**src/rtl/fft_stage_seq.sv**
```systemverilog
// rtl/fft_stage_seq.sv - control sequencer for one radix-2 delay-line FFT stage
//
// Ports:
//   CLK, RST          clock (rising edge), asynchronous active-low reset
//   ce                clock enable; when low every flop and output holds
//   valid_i, sof_i    input sample strobe and frame-start marker
//   ready_o           samples accepted (low only while draining the delay line)
//   valid_o           registered datapath-advance strobe
//   sel_o             0 = fill delay line, 1 = butterfly/twiddle phase
//   tw_idx_o          twiddle ROM index
//   drain_o           flush cycle with no new input
//   sof_o, eof_o      frame start/end markers aligned with valid_o
//   err_o             one-cycle protocol error pulse
//   inv_o             constant INVERSE (forward/inverse select for the datapath)
module fft_stage_seq #(
  parameter int LOG2N   = 4,
  parameter int STAGE   = 0,
  parameter int INVERSE = 0
) (
  input  logic             CLK,
  input  logic             RST,
  input  logic             ce,
  input  logic             valid_i,
  input  logic             sof_i,
  output logic             ready_o,
  output logic             valid_o,
  output logic             sel_o,
  output logic [LOG2N-2:0] tw_idx_o,
  output logic             drain_o,
  output logic             sof_o,
  output logic             eof_o,
  output logic             err_o,
  output logic             inv_o
);

  localparam int N  = 1 << LOG2N;
  localparam int HB = LOG2N - 1 - STAGE;  // position bit that selects the butterfly half
  localparam int H  = 1 << HB;            // half-span of this stage
  localparam int DW = HB + 1;
  localparam int TW = LOG2N - 1;

  localparam logic [1:0] ST_IDLE  = 2'd0;
  localparam logic [1:0] ST_RUN   = 2'd1;
  localparam logic [1:0] ST_DRAIN = 2'd2;

  localparam logic [LOG2N-1:0] LAST_POS = LOG2N'(N - 1);
  localparam logic [LOG2N-1:0] H_MASK   = LOG2N'(H - 1);
  localparam logic [DW-1:0]    LAST_D   = DW'(H - 1);

  logic [1:0]       state_q, state_d;
  logic [LOG2N-1:0] cnt_q, cnt_d;
  logic [DW-1:0]    dcnt_q, dcnt_d;
  logic             valid_q, valid_d;
  logic             sel_q, sel_d;
  logic [TW-1:0]    tw_q, tw_d;
  logic             drain_q, drain_d;
  logic             sof_q, sof_d;
  logic             eof_q, eof_d;
  logic             err_q, err_d;
  logic [LOG2N-1:0] pos;

  assign ready_o = (state_q != ST_DRAIN);

  // A sof_i sample always restarts the frame, so its position is 0 regardless of cnt.
  assign pos = (state_q == ST_RUN && !sof_i) ? cnt_q : '0;

  always_comb begin
    state_d = state_q;
    cnt_d   = cnt_q;
    dcnt_d  = dcnt_q;
    valid_d = valid_q;
    sel_d   = sel_q;
    tw_d    = tw_q;
    drain_d = drain_q;
    sof_d   = sof_q;
    eof_d   = eof_q;
    err_d   = err_q;
    if (ce) begin
      // Strobes are single-cycle; sel/tw keep their last value on idle cycles.
      valid_d = 1'b0;
      drain_d = 1'b0;
      sof_d   = 1'b0;
      eof_d   = 1'b0;
      err_d   = 1'b0;
      case (state_q)
        ST_IDLE, ST_RUN: begin
          if (valid_i) begin
            if (state_q == ST_IDLE && !sof_i) begin
              err_d = 1'b1;  // sample outside a frame is dropped
            end else begin
              err_d   = sof_i && (state_q == ST_RUN) && (cnt_q != '0);
              valid_d = 1'b1;
              sel_d   = pos[HB];
              tw_d    = pos[HB] ? TW'((pos & H_MASK) << STAGE) : '0;
              sof_d   = (pos == '0);
              eof_d   = (pos == LAST_POS);
              if (pos == LAST_POS) begin
                state_d = ST_DRAIN;
                cnt_d   = '0;
                dcnt_d  = '0;
              end else begin
                state_d = ST_RUN;
                cnt_d   = pos + 1'b1;
              end
            end
          end
        end
        ST_DRAIN: begin
          valid_d = 1'b1;
          drain_d = 1'b1;
          sel_d   = 1'b1;
          tw_d    = '0;
          if (dcnt_q == LAST_D) begin
            state_d = ST_IDLE;
            dcnt_d  = '0;
          end else begin
            dcnt_d = dcnt_q + 1'b1;
          end
        end
        default: begin
          state_d = ST_IDLE;
          cnt_d   = '0;
          dcnt_d  = '0;
        end
      endcase
    end
  end

  always_ff @(posedge CLK or negedge RST) begin
    if (!RST) begin
      state_q <= ST_IDLE;
      cnt_q   <= '0;
      dcnt_q  <= '0;
      valid_q <= 1'b0;
      sel_q   <= 1'b0;
      tw_q    <= '0;
      drain_q <= 1'b0;
      sof_q   <= 1'b0;
      eof_q   <= 1'b0;
      err_q   <= 1'b0;
    end else begin
      state_q <= state_d;
      cnt_q   <= cnt_d;
      dcnt_q  <= dcnt_d;
      valid_q <= valid_d;
      sel_q   <= sel_d;
      tw_q    <= tw_d;
      drain_q <= drain_d;
      sof_q   <= sof_d;
      eof_q   <= eof_d;
      err_q   <= err_d;
    end
  end

  assign valid_o  = valid_q;
  assign sel_o    = sel_q;
  assign tw_idx_o = tw_q;
  assign drain_o  = drain_q;
  assign sof_o    = sof_q;
  assign eof_o    = eof_q;
  assign err_o    = err_q;
  assign inv_o    = (INVERSE != 0);

endmodule

```
**config.mk**
```make
export PLATFORM = sky130hd
export DESIGN_NAME = fft_stage_seq
export DESIGN_NICKNAME = d
export VERILOG_FILES = /design/src/rtl/fft_stage_seq.sv
export SDC_FILE = /design/constraint.sdc
export NUM_CORES = 1
export LEC_CHECK = 0
export ABC_CLOCK_PERIOD_IN_PS = 1500
export BUFFER_PORTS_ARGS = -buffer_cell sky130_fd_sc_hd__buf_2
export CORE_MARGIN = 5
export CORE_UTILIZATION = 45
export CTS_CLUSTER_DIAMETER = 50
export CTS_CLUSTER_SIZE = 12
export DETAILED_ROUTE_END_ITERATION = 8
export PLACE_DENSITY = 0.68
export SYNTH_ARGS = -nofsm -noshare
export SYNTH_HDL_FRONTEND = slang
export SYNTH_SLANG_ARGS = --single-unit
export TNS_END_PERCENT = 1
```
**constraint.sdc**
```tcl
create_clock -name CLK -period 1.5 [get_ports CLK]
set_input_delay 0.3 -clock CLK [delete_from_list [all_inputs] [get_ports CLK]]
set_output_delay 0.3 -clock CLK [all_outputs]
set_load 0.01 [all_outputs]
```
==> qor.txt <==
wire length per cell -> 13.5 um
Clk Latency, worst-skew pair -> 300 ps
Setup CP Type -> reg2reg
fillers -> 203
status -> finished, violations left
die width -> 58.1 um
Synth Warn # -> 0
Clk pwr share -> 22.6%
setup violators final -> 4
Post-synth EDFFs -> 0
Setup Skew -> 9.99 ps
failing checks -> negative setup slack
crit path launch type -> flop
RD Place Congestion -> 0.781
Sw Share -> 31.2%
Sink Count -> 19
Synth cell types -> 37
# diodes -> 0
worst reg-to-reg path cell count -> 5
Synth Register Bits -> 19
first-pass GRT wire length -> 3.78 mm
MaxCap Viol Count -> 0
initial antenna violation count -> 0
leak pwr -> 0.587 nW
setup_tns -> -186 ps
CTS Buf Count -> 3
Max clock buf depth -> 2
Hold Path Sink -> cnt_q[0]
min Tclk post-route -> 1560 ps
sw power -> 356 uW
crit path max fanout -> 3
Root Buffer -> clkbuf_4
Rows -> 17
HP Start -> valid_i
Critical Path AT -> 1750 ps
Iter 0 DRT Violations -> 13
f_max -> 640 MHz
Fin. Hold Viols -> 0
largest net degree at the start of global routing -> 20
largest area contributor in the netlist -> dfrtp_1
final setup margin -> -62.8 ps
CP endpoint kind -> flop
synthesized area -> 1040 sq um
period utilization -> 104%
pre-CTS setup slack -> 5.44 ps
PD cells -> 909 nW/um^2
top cells by area, synth -> dfrtp_1, o21ai_0, nand2_1, inv_1, a41oi_4
via-per-instance ratio -> 5.36
Hold Path Cell Cnt -> 3
Internal -> 786 uW
Worst R2R End -> dcnt_q[3]
r2r setup slk -> -60 ps
Worst EP required -> 1690 ps
Seq pwr share -> 52.4%
# nets final -> 145
Seq/Total Area, Yosys -> 45.7%
share of layout cells above drive strength 1 -> 29.7%
initial core utilization -> 47.1%
Port Buffer Count -> 14
Total GRT Usage -> 14.3%
CTS tree -> done
reg-to-reg critical path startpoint -> state_q[1]
Placed Cells -> 159
Slew Limit Fails -> 0
final design utilization -> 56.8%
final antenna-violating net count -> 0
Post-DP HPWL -> 1.70 mm
DRC violations left -> 0
core area -> 2210 sq um
Main synth FF type -> dfrtp_1
Post-synth ARST share -> 100%
Yosys top cell area share -> 45.7%
RSZ-0062 raised after global routing -> true
die area -> 3380 sq um
via total after detailed routing -> 889
Area growth, synth to finish -> 20.7%
Gate power share -> 24.9%
worst hold-check path type -> in2reg
number of global-route vias before repair -> 898
H-Tree Depth -> 1
Remaining Overflow, GRT -> 0
Die Ht -> 58.1 um
worst vdd ir -> 0.000512 V
total routed wirelength -> 2.24 mm
Post-Synthesis Cells -> 112
clock-pin slew on the worst setup and hold paths -> 110 ps
DR pass1 iterations -> 4
syn_nets -> 118
syn avg cell area -> 9.29 sq um
final cell count without fillers -> 166
# IOs -> 16
==> layout by cell type (no fill, tap or decap), types with 2 or more instances in the layout <==
cell type / n
nor2_2: 2
a21oi_1: 2
dfrtp_1: 19
clkbuf_4: 3
inv_1: 7
o21ai_0: 11
nor2_1: 5
o211ai_1: 3
o22a_1: 2
nor4_1: 2
buf_6: 2
o41ai_1: 2
a21o_1: 2
buf_2: 13
nand3_1: 4
nand2b_1: 3
nor3_1: 2
o21ai_1: 3
o22ai_1: 2
nand2_1: 16
buf_4: 13
==> cells by family (layout without fill, tap and decap cells) <==
| family | count (synthesis) | in the layout | share of synthesized area, % |
|---|---|---|---|
| flip-flops | 19 | 19 | 45.7 |
| other | 1 | 1 | 0.360 |
| AND/OR/NAND/NOR | 43 | 43 | 22.5 |
| AO/OA/AOI/OAI | 32 | 32 | 21.6 |
| XOR/XNOR | 1 | 1 | 0.841 |
| adder cells (fa/ha/maj) | 1 | 1 | 1.20 |
| buffers and inverters | 15 | 41 | 7.81 |
==> metrics by stage <==
| step | area (sq um) | hold slack [ps] | total power, mW |
|---|---|---|---|
| floorplan | 1040 | 4.41 | 0.767 |
| global placement | 1180 | 267 | 0.881 |
| detailed placement | 1180 | 270 | 0.885 |
| CTS | 1230 | 355 | 1.15 |
| global route | 1260 | 408 | 1.21 |
| finish | 1260 | 367 | 1.14 |
==> layer usage <==
layer	track usage, %	part of all wire [%]	wire, um
met5	0	0	0
met4	7.62	0	0
met3	2.45	2.3	51
met2	24.5	53	1180
met1	17.0	45	1010
==> final cells by class <==
| cell class | instances | area, sq um | area share (%) |
|---|---|---|---|
| multi-input combinational | 78 | 493 | 39.2 |
| sequential | 19 | 475 | 37.8 |
| timing repair buffer | 29 | 195 | 15.5 |
| tap | 28 | 35.0 | 2.79 |
| inverter | 8 | 30.0 | 2.39 |
| clock buffer | 3 | 22.5 | 1.79 |
| clock inverter | 1 | 5.00 | 0.398 |
==> registers in the layout (all words and copies together) (netlist names) <==
register and flops:
cnt_q 4, dcnt_q 4, drain_o 1, eof_o 1, err_o 1, sel_o 1, sof_o 1, state_q 2
tw_idx_o 3, valid_o 1
==> cells in the mapped netlist (2+ instances only) <==
library cell,count
nand3_1,4
dfrtp_1,19
o41ai_1,2
o21ai_0,12
nand2_1,16
o211ai_1,3
a21oi_1,2
buf_6,2
buf_2,2
o22ai_1,2
o22a_1,2
nand2b_1,3
a21o_1,2
nor3_1,2
nor2_1,7
nor4_1,2
buf_4,2
o21ai_1,2
inv_1,8
==> critical path, stage by stage (launching register included) <==
cell and delay [ps]:
dfrtp_1 410, buf_6 120, nor4bb_4 330, a41oi_4 160
or2_4 260, a21o_1 180
==> power groups by stage <==
stage	Sequential, mW	Combinational, mW	Clock (mW)
2_1_floorplan	0.616	0.151	0
3_3_place_gp	0.609	0.272	0
3_5_place_dp	0.609	0.276	0
4_1_cts	0.599	0.278	0.272
5_1_grt	0.605	0.317	0.290
6_report	0.599	0.285	0.258
==> repair_timing <==
item | CTS | global route
setup endpoints to repair | 4 | 12
endpoints found under the hold margin | 19 | 0
gates resized for setup | 1 | 7
hold buffers | 1 | 0
pin swaps | 3 | 1
buffers inserted | 1 | 1
==> worst max path at each step <==
stage	slack, ps	from	to
2_1_floorplan	20	state_q[1]	dcnt_q[0]
3_3_place_gp	0.6	sof_i	cnt_q[2]
3_5_place_dp	5	sof_i	cnt_q[3]
4_1_cts	-80	state_q[1]	dcnt_q[3]
5_1_grt	-100	state_q[1]	dcnt_q[3]
6_report	-60	state_q[1]	dcnt_q[3]
Note: power is estimated with default switching activity, not from simulation.
